`src/rtl/uart_pkg.sv`:
```
// uart_pkg: shared types and constants for the UART serial engine.
// Frame layout is 8N1: start, 8 data bits LSB first, stop.
package uart_pkg;

  typedef enum logic [1:0] {
    TX_IDLE,
    TX_SEND,
    TX_DUMMY
  } tx_state_t;

  typedef enum logic [1:0] {
    RX_IDLE,
    RX_START,
    RX_DATA,
    RX_STOP
  } rx_state_t;

  localparam int          FRAME_BITS    = 10;
  localparam int          MIN_DIV       = 4;
  localparam logic [31:0] RX_EMPTY_DATA = 32'hFFFF_FFFF;

  function automatic logic [31:0] eff_period(input logic [31:0] div);
    return (div < 32'(MIN_DIV)) ? 32'(MIN_DIV) : div;
  endfunction

endpackage

```
`src/rtl/uart_if.sv`:
```
// uart_if: register-strobe bus between the AXI4-lite adapter and the core.
// master = adapter side, slave = uart_core side.
interface uart_if;
  logic [3:0]  reg_div_we;
  logic [31:0] reg_div_di;
  logic [31:0] reg_div_do;
  logic        reg_dat_we;
  logic        reg_dat_re;
  logic [31:0] reg_dat_di;
  logic [31:0] reg_dat_do;
  logic        reg_dat_wait;

  modport master (
    output reg_div_we, reg_div_di,
    output reg_dat_we, reg_dat_re, reg_dat_di,
    input  reg_div_do, reg_dat_do, reg_dat_wait
  );

  modport slave (
    input  reg_div_we, reg_div_di,
    input  reg_dat_we, reg_dat_re, reg_dat_di,
    output reg_div_do, reg_dat_do, reg_dat_wait
  );
endinterface

```
`src/rtl/uart_rx_fifo.sv`:
```
// uart_rx_fifo: byte FIFO for received data, head always visible on dout.
// Push into a full FIFO is dropped unless a pop happens in the same cycle.
module uart_rx_fifo #(
  parameter int DEPTH = 4
) (
  input  logic       clk,
  input  logic       resetn,
  input  logic       push,
  input  logic       pop,
  input  logic [7:0] din,
  output logic [7:0] dout,
  output logic       empty,
  output logic       full
);

  localparam int AW = $clog2(DEPTH);

  logic [7:0]    r_mem [DEPTH];
  logic [AW-1:0] r_wr;
  logic [AW-1:0] r_rd;
  logic [AW:0]   r_cnt;
  logic          w_push;
  logic          w_pop;

  assign empty  = (r_cnt == '0);
  assign full   = (r_cnt == (AW+1)'(DEPTH));
  assign w_pop  = pop && !empty;
  assign w_push = push && (!full || pop);
  assign dout   = r_mem[r_rd];

  always_ff @(posedge clk) begin
    if (w_push) r_mem[r_wr] <= din;
  end

  always_ff @(posedge clk or negedge resetn) begin
    if (!resetn) begin
      r_wr  <= '0;
      r_rd  <= '0;
      r_cnt <= '0;
    end else begin
      if (w_push) r_wr <= r_wr + AW'(1);
      if (w_pop)  r_rd <= r_rd + AW'(1);
      unique case ({w_push, w_pop})
        2'b10:   r_cnt <= r_cnt + (AW+1)'(1);
        2'b01:   r_cnt <= r_cnt - (AW+1)'(1);
        default: r_cnt <= r_cnt;
      endcase
    end
  end

endmodule

```
`src/rtl/uart_core.sv`:
```
// uart_core: 8N1 transmitter, receiver and RX FIFO behind the register bus.
// A divider write always restarts TX with a full idle frame at the new rate.
module uart_core
  import uart_pkg::*;
#(
  parameter int DEFAULT_DIV = 1,
  parameter int RX_DEPTH    = 4
) (
  input  logic   clk,
  input  logic   resetn,
  output logic   ser_tx,
  input  logic   ser_rx,
  uart_if.slave  bus
);

  logic [31:0] r_div;
  logic [31:0] w_per;
  logic [31:0] w_half;
  logic        w_div_wr;
  logic        w_unused;

  tx_state_t   r_tx_state, w_tx_state;
  logic [31:0] r_tx_cnt, w_tx_cnt;
  logic [3:0]  r_tx_bit, w_tx_bit;
  logic [9:0]  r_tx_shift, w_tx_shift;
  logic        w_tx_tick;

  logic        r_rx_s1, r_rx_s2;
  rx_state_t   r_rx_state, w_rx_state;
  logic [31:0] r_rx_cnt, w_rx_cnt;
  logic [2:0]  r_rx_bit, w_rx_bit;
  logic [7:0]  r_rx_shift, w_rx_shift;
  logic        w_rx_tick;
  logic        w_push;
  logic        w_empty;
  logic        w_unused_full;
  logic [7:0]  w_head;

  assign w_per    = eff_period(r_div);
  assign w_half   = w_per >> 1;
  assign w_div_wr = |bus.reg_div_we;
  assign w_unused = ^bus.reg_dat_di[31:8];

  // A data write lost to a same-cycle divider write must stall too.
  assign bus.reg_dat_wait = bus.reg_dat_we &&
                            ((r_tx_state != TX_IDLE) || w_div_wr);
  assign bus.reg_div_do   = r_div;
  assign bus.reg_dat_do   = w_empty ? RX_EMPTY_DATA : {24'h0, w_head};
  assign ser_tx = (r_tx_state == TX_SEND) ? r_tx_shift[0] : 1'b1;

  always_ff @(posedge clk or negedge resetn) begin
    if (!resetn) begin
      r_div <= 32'(DEFAULT_DIV);
    end else begin
      for (int i = 0; i < 4; i++)
        if (bus.reg_div_we[i])
          r_div[8*i +: 8] <= bus.reg_div_di[8*i +: 8];
    end
  end

  assign w_tx_tick = (r_tx_cnt == w_per - 32'd1);

  always_comb begin
    w_tx_state = r_tx_state;
    w_tx_cnt   = r_tx_cnt;
    w_tx_bit   = r_tx_bit;
    w_tx_shift = r_tx_shift;
    if (w_div_wr) begin
      w_tx_state = TX_DUMMY;
      w_tx_cnt   = '0;
      w_tx_bit   = '0;
    end else begin
      unique case (r_tx_state)
        TX_IDLE: begin
          if (bus.reg_dat_we) begin
            w_tx_state = TX_SEND;
            w_tx_shift = {1'b1, bus.reg_dat_di[7:0], 1'b0};
            w_tx_cnt   = '0;
            w_tx_bit   = '0;
          end
        end
        TX_SEND, TX_DUMMY: begin
          if (w_tx_tick) begin
            w_tx_cnt   = '0;
            w_tx_shift = {1'b1, r_tx_shift[9:1]};
            w_tx_bit   = r_tx_bit + 4'd1;
            if (r_tx_bit == 4'(FRAME_BITS - 1)) begin
              w_tx_state = TX_IDLE;
              w_tx_bit   = '0;
            end
          end else begin
            w_tx_cnt = r_tx_cnt + 32'd1;
          end
        end
        default: w_tx_state = TX_IDLE;
      endcase
    end
  end

  always_ff @(posedge clk or negedge resetn) begin
    if (!resetn) begin
      r_tx_state <= TX_DUMMY;
      r_tx_cnt   <= '0;
      r_tx_bit   <= '0;
      r_tx_shift <= '1;
    end else begin
      r_tx_state <= w_tx_state;
      r_tx_cnt   <= w_tx_cnt;
      r_tx_bit   <= w_tx_bit;
      r_tx_shift <= w_tx_shift;
    end
  end

  assign w_rx_tick = (r_rx_cnt ==
    ((r_rx_state == RX_START) ? w_half : w_per) - 32'd1);

  always_comb begin
    w_rx_state = r_rx_state;
    w_rx_cnt   = r_rx_cnt + 32'd1;
    w_rx_bit   = r_rx_bit;
    w_rx_shift = r_rx_shift;
    w_push     = 1'b0;
    unique case (r_rx_state)
      RX_IDLE: begin
        w_rx_cnt = '0;
        if (!r_rx_s2) w_rx_state = RX_START;
      end
      RX_START: begin
        if (w_rx_tick) begin
          w_rx_cnt   = '0;
          w_rx_bit   = '0;
          w_rx_state = r_rx_s2 ? RX_IDLE : RX_DATA;
        end
      end
      RX_DATA: begin
        if (w_rx_tick) begin
          w_rx_cnt   = '0;
          w_rx_shift = {r_rx_s2, r_rx_shift[7:1]};
          w_rx_bit   = r_rx_bit + 3'd1;
          if (r_rx_bit == 3'd7) w_rx_state = RX_STOP;
        end
      end
      RX_STOP: begin
        if (w_rx_tick) begin
          w_rx_cnt   = '0;
          w_push     = r_rx_s2;
          w_rx_state = RX_IDLE;
        end
      end
      default: w_rx_state = RX_IDLE;
    endcase
  end

  always_ff @(posedge clk or negedge resetn) begin
    if (!resetn) begin
      r_rx_s1    <= 1'b1;
      r_rx_s2    <= 1'b1;
      r_rx_state <= RX_IDLE;
      r_rx_cnt   <= '0;
      r_rx_bit   <= '0;
      r_rx_shift <= '0;
    end else begin
      r_rx_s1    <= ser_rx;
      r_rx_s2    <= r_rx_s1;
      r_rx_state <= w_rx_state;
      r_rx_cnt   <= w_rx_cnt;
      r_rx_bit   <= w_rx_bit;
      r_rx_shift <= w_rx_shift;
    end
  end

  uart_rx_fifo #(.DEPTH(RX_DEPTH)) u_fifo (
    .clk    (clk),
    .resetn (resetn),
    .push   (w_push),
    .pop    (bus.reg_dat_re),
    .din    (r_rx_shift),
    .dout   (w_head),
    .empty  (w_empty),
    .full   (w_unused_full)
  );

endmodule
```
`src/flat_wrapper.sv`:
```
// flat-port wrapper written by rule: the top's interface ports become plain ports
module uart_core_flat import uart_pkg::*;
#(
  parameter int DEFAULT_DIV = 1,
  parameter int RX_DEPTH    = 4
)
  (clk, resetn, ser_tx, ser_rx, bus_reg_div_we, bus_reg_div_di, bus_reg_dat_we, bus_reg_dat_re, bus_reg_dat_di, bus_reg_div_do, bus_reg_dat_do, bus_reg_dat_wait);
  uart_if bus_i ();
  input  logic clk;
  input  logic resetn;
  output logic ser_tx;
  input  logic ser_rx;
  input wire logic [$bits(bus_i.reg_div_we)-1:0] bus_reg_div_we;
  input wire logic [$bits(bus_i.reg_div_di)-1:0] bus_reg_div_di;
  input wire logic [$bits(bus_i.reg_dat_we)-1:0] bus_reg_dat_we;
  input wire logic [$bits(bus_i.reg_dat_re)-1:0] bus_reg_dat_re;
  input wire logic [$bits(bus_i.reg_dat_di)-1:0] bus_reg_dat_di;
  output wire logic [$bits(bus_i.reg_div_do)-1:0] bus_reg_div_do;
  output wire logic [$bits(bus_i.reg_dat_do)-1:0] bus_reg_dat_do;
  output wire logic [$bits(bus_i.reg_dat_wait)-1:0] bus_reg_dat_wait;
  assign bus_i.reg_div_we = bus_reg_div_we;
  assign bus_i.reg_div_di = bus_reg_div_di;
  assign bus_i.reg_dat_we = bus_reg_dat_we;
  assign bus_i.reg_dat_re = bus_reg_dat_re;
  assign bus_i.reg_dat_di = bus_reg_dat_di;
  assign bus_reg_div_do = bus_i.reg_div_do;
  assign bus_reg_dat_do = bus_i.reg_dat_do;
  assign bus_reg_dat_wait = bus_i.reg_dat_wait;
  uart_core #(.DEFAULT_DIV(DEFAULT_DIV), .RX_DEPTH(RX_DEPTH)) u_core (.clk(clk), .resetn(resetn), .ser_tx(ser_tx), .ser_rx(ser_rx), .bus(bus_i));
endmodule
```
`config.mk`:
```
export PLATFORM = sky130hd
export DESIGN_NAME = uart_core_flat
export DESIGN_NICKNAME = d
export VERILOG_FILES = /design/src/rtl/uart_pkg.sv /design/src/rtl/uart_if.sv /design/src/rtl/uart_rx_fifo.sv /design/src/rtl/uart_core.sv /design/src/flat_wrapper.sv
export SDC_FILE = /design/constraint.sdc
export NUM_CORES = 1
export LEC_CHECK = 0
export ABC_AREA = 1
export CORE_ASPECT_RATIO = 1.2
export CORE_MARGIN = 2
export CORE_UTILIZATION = 60
export DETAILED_ROUTE_END_ITERATION = 7
export PLACE_DENSITY = 0.84
export SYNTH_ARGS = -nofsm -noshare
export SYNTH_HDL_FRONTEND = slang
export SYNTH_HIERARCHICAL = 1
export SYNTH_SLANG_ARGS = --single-unit
export TNS_END_PERCENT = 10
```
`constraint.sdc`:
```
create_clock -name clk -period 10 [get_ports clk]
set_clock_uncertainty 0.15 [all_clocks]
set_input_delay 1 -clock clk [delete_from_list [all_inputs] [get_ports clk]]
set_output_delay 1 -clock clk [all_outputs]
set_load 0.01 [all_outputs]
```
==> metrics, run 1 <==
Final Critical Period=5370 ps; maximum buffer depth of the clock tree=2; vias=10676; full die area=0.0206 sq mm; slowest cell on the critical path=sky130_fd_sc_hd__nor2_1; global router's overall resource usage=0.289; # hold bufs at CTS=0; Area growth syn-to-layout=14.2%; chip width=131 microns; starting density of the core=0.615; final setup TNS=0 ps; Hold Crit Class=reg2reg; worst slack on hold paths=214 ps; maximum number of pins on one net before global-route repair=82; number of setup buffers added after CTS=0; average wire per standard cell=15.1 microns; Final Hold Violating Endpoints=0; Skew-Pair Late Insertion Delay=440 ps; most common cell after layout, fill and taps aside=sky130_fd_sc_hd__nand2_1; iteration count of the initial detailed-routing pass=7; deepest level of the CTS H-tree=4; number of I/O pins=139; antenna violations before repair=0; Lkg Pwr=5.83 nW; transition at the pin with the smallest max-transition slack=1020 ps; number of buffers inserted during clock tree synthesis=17; TritonCTS clock tree=yes; power per cell area=169 mW/mm^2; standard-cell row count=55; largest fanout on the critical path=9; Critical Path End Type=flip-flop; mean area per synthesized cell=7.34 sq um; net count of the mapped netlist=1682; type of the worst setup path=reg2reg; total wire length=29400 microns; number of antenna diodes=0; core box area=0.0190 sq mm; y dimension of the die=157 microns; Post-DP HPWL=22300 microns; routability cong.=0.959; via count of the first global-routing pass=10184; share of the cycle needed by the critical path after routing=0.537; status=complete, no violations; max-cap viol count=0; Port Buffers=114; Slowest Stage Delay on Critical Path=680 ps; fraction of layout instances using a drive strength above 1=0.0908; number of max-slew violations in the final report=0; post-route DRC violation count=0; end-of-flow core utilization=0.703; PostCTS Resize Cnt=0; starting DRC count in detailed routing=754; per-cell via count in the routed design=5.50; critical-path cell list=inv_1, nand2_1, nor2_2, nand2_1, nor2_2, nand2_4, nand2_1, nand2_1, o21ai_0, ha_1, inv_1, nor2_1, nand4_1, nor3_1, nand3_1, a21oi_1, nand3_1, nor2_1, nand3_1, nor2_1, nand2_4, nor2_1; clock transition at the registers of the reported paths=70 ps; Total Power=0.00225 W; Final Net Count=1762; final setup violating endpoints=0; maximum vdd drop=0.000137 V; commonest cells after routing, fill and taps aside=389 x sky130_fd_sc_hd__nand2_1, 233 x sky130_fd_sc_hd__nor2_1, 187 x sky130_fd_sc_hd__inv_1; antenna-violating nets left=0; Netlist Area Pre-Place=0.0117 sq mm; # clock sinks=165; unrepaired setup endpoints after global routing=false; required time worst endpoint=9910 ps; Worst EP arrival=5280 ps; clock root cell=sky130_fd_sc_hd__clkbuf_16; cell count after synthesis=1592; Slew headroom=0.320; wire length of the first global-routing pass=47800 microns; Yosys warning total=6; startpoint type of the worst setup path=flip-flop; total global routing overflow=0; Fmax=186 MHz
-- through the flow --
step | std cells | cell area (sq um) | setup slack, ps
floorplan | 1592 | 11700 | 5900
CTS | 1941 | 13300 | 4700
finish | 1941 | 13300 | 4630
global route | 1941 | 13300 | 4160
global placement | 1909 | 12700 | 4790
detailed placement | 1909 | 12700 | 4790
-- registers in the layout (all words and copies together) (netlist names), named ones only --
signal                 cells
u_core/r_rx_shift          8
u_core/r_tx_bit            4
u_core/bus.reg_div_do     32
u_core/u_fifo/r_cnt        3
u_core/u_fifo/r_wr         2
u_core/r_tx_cnt           32
u_core/r_rx_s1             1
u_core/r_rx_bit            3
u_core/r_rx_cnt           32
u_core/r_rx_s2             1
u_core/r_tx_state          2
u_core/u_fifo/r_mem       32
u_core/r_tx_shift          9
u_core/r_rx_state          1
u_core/u_fifo/r_rd         2
-- cell type report --
cell class | count | area (sq um)
Tap cell | 256 | 320
Clock buffer | 17 | 425
Multi-Input combinational cell | 1160 | 6150
Timing Repair Buffer | 116 | 1160
Fill cell | 1610 | 5650
Clock inverter | 15 | 185
Inverter | 212 | 803
Sequential cell | 165 | 4310
-- per-layer routing --
| metal | wire, microns | track usage | up-vias |
|---|---|---|---|
| li1 | - | - | 5210 |
| met1 | 11800 | 0.336 | 4996 |
| met2 | 14800 | 0.523 | 395 |
| met3 | 1850 | 0.0515 | 75 |
| met4 | 957 | 0.133 | 0 |
| met5 | 0 | 0 | - |
-- critical path: cells and delay by family, from the launching register on --
kind                     cells  cell delay (ps)
adder cells (fa/ha/maj)      1              240
flip-flops                   1              430
AO/OA/AOI/OAI                2              290
AND/OR/NAND/NOR             17             3710
buffers and inverters        2              200
-- path summary, 6_finish.rpt --
path                            cells after the start                                     to                                   from  slack [ps]
worst max-delay path                               22    u_core/u_fifo/r_mem[3][3]$_DFFE_PP_  u_core/bus.reg_div_do[12]$_DFFE_PN0P_        4630
worst min-delay path                                0               u_core/r_rx_s2$_DFF_PN1_               u_core/r_rx_s1$_DFF_PN1_         210
worst max register to register                     22    u_core/u_fifo/r_mem[3][3]$_DFFE_PP_  u_core/bus.reg_div_do[12]$_DFFE_PN0P_        4630
worst min register to register                      0               u_core/r_rx_s2$_DFF_PN1_               u_core/r_rx_s1$_DFF_PN1_         210
max in group asynchronous                           2  u_core/bus.reg_div_do[26]$_DFFE_PN0P_                                 resetn        7970
min in group asynchronous                           1       u_core/r_tx_state[0]$_DFFE_PN0P_                                 resetn         340
-- where the power goes --
part | switching (W) | internal, W | leakage (nW) | total (W)
logic | 0.000580 | 0.000262 | 3.42 | 0.000841
clock network | 0.000324 | 0.000339 | 0.294 | 0.000663
registers | 0.0000378 | 0.000709 | 2.12 | 0.000746
total | 0.000941 | 0.00131 | 5.83 | 0.00225
Power figures use the tool's default switching activity.
==> run 2, diff against run 1 <==
--- a/config.mk
+++ b/config.mk
@@ -8,9 +8,9 @@
 export ABC_AREA = 1
 export CORE_ASPECT_RATIO = 1.2
 export CORE_MARGIN = 2
-export CORE_UTILIZATION = 60
+export CORE_UTILIZATION = 52
 export DETAILED_ROUTE_END_ITERATION = 7
-export PLACE_DENSITY = 0.84
+export PLACE_DENSITY = 0.77
 export SYNTH_ARGS = -nofsm -noshare
 export SYNTH_HDL_FRONTEND = slang
 export SYNTH_HIERARCHICAL = 1
==> constraint.sdc (replaced) <==
create_clock -name clk -period 4.7 [get_ports clk]
set_clock_uncertainty 0.15 [all_clocks]
set_input_delay 0.47 -clock clk [delete_from_list [all_inputs] [get_ports clk]]
set_output_delay 0.47 -clock clk [all_outputs]
set_load 0.01 [all_outputs]
==> run 2 against run 1 <==
Against the previous run: first-iteration DRC count fell by 7.4%; worst setup slack got worse by 4400 ps; worst hold slack worse by 6.0 ps; final cell count is 3.3% higher; global-route usage fell by 3.4 points; clock power up 110%; critical path type unchanged; via count shrank 1.7%; count of clock-buffer cells in the layout did not move.
==> metrics, run 2 (synthesized netlist as in run 1, its figures left out) <==
status=complete, no violations; Port Buffers=114 (unchanged); core box area=0.0222 sq mm (+17%); worst hold start=u_core/r_rx_s1$_DFF_PN1_; number of buffers inserted during clock tree synthesis=17 (unchanged); antenna violations before repair=0 (unchanged); # clock sinks=165 (unchanged); iteration count of the initial detailed-routing pass=5 (-2); required time worst endpoint=4910 ps (-5000 ps); y dimension of the die=168 microns (+7.2%); type of the worst setup path=reg2reg; Fmax=223 MHz (+20%); Hold Path End=u_core/r_rx_s2$_DFF_PN1_; per-cell via count in the routed design=5.24 (-4.8%); Total Power=0.00488 W (+120%); average wire per standard cell=14.8 microns (-2.4%); deepest level of the CTS H-tree=4 (unchanged); Final Critical Period=4480 ps (-890 ps); number of max-slew violations in the final report=0 (unchanged); maximum vdd drop=0.000282 V (+110%); transition at the pin with the smallest max-transition slack=928 ps (-91.4 ps); final-layout fill cell count=2051 (+27%); final setup TNS=0 ps (unchanged); chip width=141 microns (+7.2%); Final Net Count=1803 (+2.3%); total wire length=29600 microns (+0.82%); maximum buffer depth of the clock tree=2 (unchanged); post-route DRC violation count=0 (unchanged); full die area=0.0237 sq mm (+15%); vias=10497 (-1.7%); number of instances in the placed design=1971 (+3.2%); number of I/O pins=139 (unchanged); wire length of the first global-routing pass=48600 microns (+1.6%); Worst EP arrival=4690 ps (-590 ps); clock transition at the registers of the reported paths=70 ps (about the same); commonest cells after routing, fill and taps aside=389 x sky130_fd_sc_hd__nand2_1, 229 x sky130_fd_sc_hd__nor2_1, 187 x sky130_fd_sc_hd__inv_1; routability cong.=0.989 (+3.1%); worst slack on hold paths=208 ps (-5.98 ps); Final Hold Violating Endpoints=0 (unchanged); worst reg-to-reg path cell count=25 (+14%); Slew headroom=0.376 (+0.0552); most common cell after layout, fill and taps aside=sky130_fd_sc_hd__nand2_1; Register-to-Register Setup Slack=220 ps (-4410 ps); TritonCTS clock tree=yes; Lkg Pwr=6.01 nW (+3.1%); global router's overall resource usage=0.255 (-0.0341); final setup violating endpoints=0 (unchanged); Critical Path End Type=flip-flop; Area growth syn-to-layout=17.1%; startpoint type of the worst setup path=flip-flop; starting DRC count in detailed routing=698 (-7.4%); maximum number of pins on one net before global-route repair=93 (+13%); max-cap viol count=0 (unchanged); launch point of the worst reg-to-reg path=u_core/bus.reg_div_do[21]$_DFFE_PN0P_; total global routing overflow=0 (unchanged); number of antenna diodes=0 (unchanged); standard-cell row count=60 (+9.1%); Post-DP HPWL=23200 microns (+4.1%); worst r2r dst=u_core/u_fifo/r_cnt[1]$_DFFE_PN0P_; final std cell area, no fill=0.0137 sq mm (+2.6%); starting density of the core=0.526 (-0.0894); largest fanout on the critical path=6 (-3); clock root cell=sky130_fd_sc_hd__clkbuf_16; share of the cycle needed by the critical path after routing=0.953 (+0.416); Hold Crit Class=reg2reg; non-filler cells, final=2005 (+3.3%); fraction of layout instances using a drive strength above 1=0.116 (+0.0257); cell area after placement=0.0131 sq mm (+2.5%); antenna-violating nets left=0 (unchanged); via count of the first global-routing pass=10043 (-1.4%); power per cell area=356 mW/mm^2 (+110%); Skew-Pair Late Insertion Delay=440 ps (about the same); count of cells along the worst hold path=0 (unchanged)
-- run 2: cell count changes in the layout (fill, tap and decap cells not counted), moves of 2 or more --
cell,previous run,this run
sky130_fd_sc_hd__dfrtp_2,0,3
sky130_fd_sc_hd__buf_4,2,42
sky130_fd_sc_hd__nor2_4,8,10
sky130_fd_sc_hd__nor2_1,233,229
sky130_fd_sc_hd__clkinvlp_4,0,2
sky130_fd_sc_hd__dfrtp_1,120,117
sky130_fd_sc_hd__clkinv_8,6,3
sky130_fd_sc_hd__nor2_2,13,15
-- run 2: metal layers --
metal	track usage	vias up	routed length [microns]
li1	-	5283	-
met1	0.307	4872	12200
met5	0	-	0
met3	0.0364	62	1360
met2	0.467	280	15300
met4	0.0843	0	694
-- run 2: layout make-up --
type                            count  area [sq um]  share of cell area
Clock buffer                       17           425              0.0311
Timing Repair Buffer              157          1470               0.107
Tap cell                          279           349              0.0255
Sequential cell                   165          4310               0.315
Multi-Input combinational cell   1160          6170               0.451
Clock inverter                     15           159              0.0116
Inverter                          212           803              0.0587
-- run 2: worst max path at each step --
stage	start	endpoint	slack, ps	cells after the start
floorplan	u_core/bus.reg_div_do[6]$_DFFE_PN0P_	u_core/u_fifo/r_cnt[1]$_DFFE_PN0P_	600	25
global placement	u_core/bus.reg_div_do[12]$_DFFE_PN0P_	u_core/u_fifo/r_cnt[1]$_DFFE_PN0P_	180	25
detailed placement	u_core/bus.reg_div_do[12]$_DFFE_PN0P_	u_core/u_fifo/r_cnt[1]$_DFFE_PN0P_	70	25
CTS	u_core/bus.reg_div_do[12]$_DFFE_PN0P_	u_core/u_fifo/r_cnt[1]$_DFFE_PN0P_	70	25
global route	u_core/bus.reg_div_do[14]$_DFFE_PN0P_	u_core/u_fifo/r_cnt[1]$_DFFE_PN0P_	-2	25
finish	u_core/bus.reg_div_do[21]$_DFFE_PN0P_	u_core/u_fifo/r_cnt[1]$_DFFE_PN0P_	220	25
-- run 2: timing repair --
action | CTS | global route
gates resized for setup | 0 | 11
buffers inserted | 0 | 1
endpoints found under the hold margin | 13 | 0
hold buffers | 1 | 0
endpoints found under the setup margin | 0 | 34
-- run 2: critical path, cell delays in order, from the launching register on --
cell	delay, ps
sky130_fd_sc_hd__dfrtp_1	380
sky130_fd_sc_hd__inv_1	120
sky130_fd_sc_hd__nand2_1	140
sky130_fd_sc_hd__nor2_4	140
sky130_fd_sc_hd__nand2_1	80
sky130_fd_sc_hd__nor2_2	180
sky130_fd_sc_hd__nand2_4	110
sky130_fd_sc_hd__nand2_1	100
sky130_fd_sc_hd__nand2_1	60
sky130_fd_sc_hd__o21ai_0	110
sky130_fd_sc_hd__ha_2	240
sky130_fd_sc_hd__inv_1	50
sky130_fd_sc_hd__nor2_2	140
sky130_fd_sc_hd__nand4_1	240
sky130_fd_sc_hd__nor3_1	350
sky130_fd_sc_hd__nand3_1	160
sky130_fd_sc_hd__a21oi_1	180
sky130_fd_sc_hd__nand3_1	80
sky130_fd_sc_hd__nor2_1	170
sky130_fd_sc_hd__nand3_2	140
sky130_fd_sc_hd__nor2_4	180
sky130_fd_sc_hd__nand2_4	60
sky130_fd_sc_hd__ha_1	200
sky130_fd_sc_hd__inv_1	90
sky130_fd_sc_hd__fa_1	400
sky130_fd_sc_hd__o21ai_0	150
-- run 2: report_power, final --
| part | leakage, nW | switching, W | total, W | internal, W |
|---|---|---|---|---|
| clock network | 0.279 | 0.000670 | 0.00138 | 0.000709 |
| registers | 2.12 | 0.0000612 | 0.00157 | 0.00151 |
| logic | 3.62 | 0.00130 | 0.00193 | 0.000622 |
-- run 2: per-stage QoR --
| stage | setup slack (ps) | util |
|---|---|---|
| after floorplan | 599 | - |
| after global placement | 182 | 0.588 |
| after detailed placement | 69.0 | 0.588 |
| after CTS | 68.0 | 0.614 |
| after global routing | -2.24 | 0.616 |
| final | 222 | 0.616 |
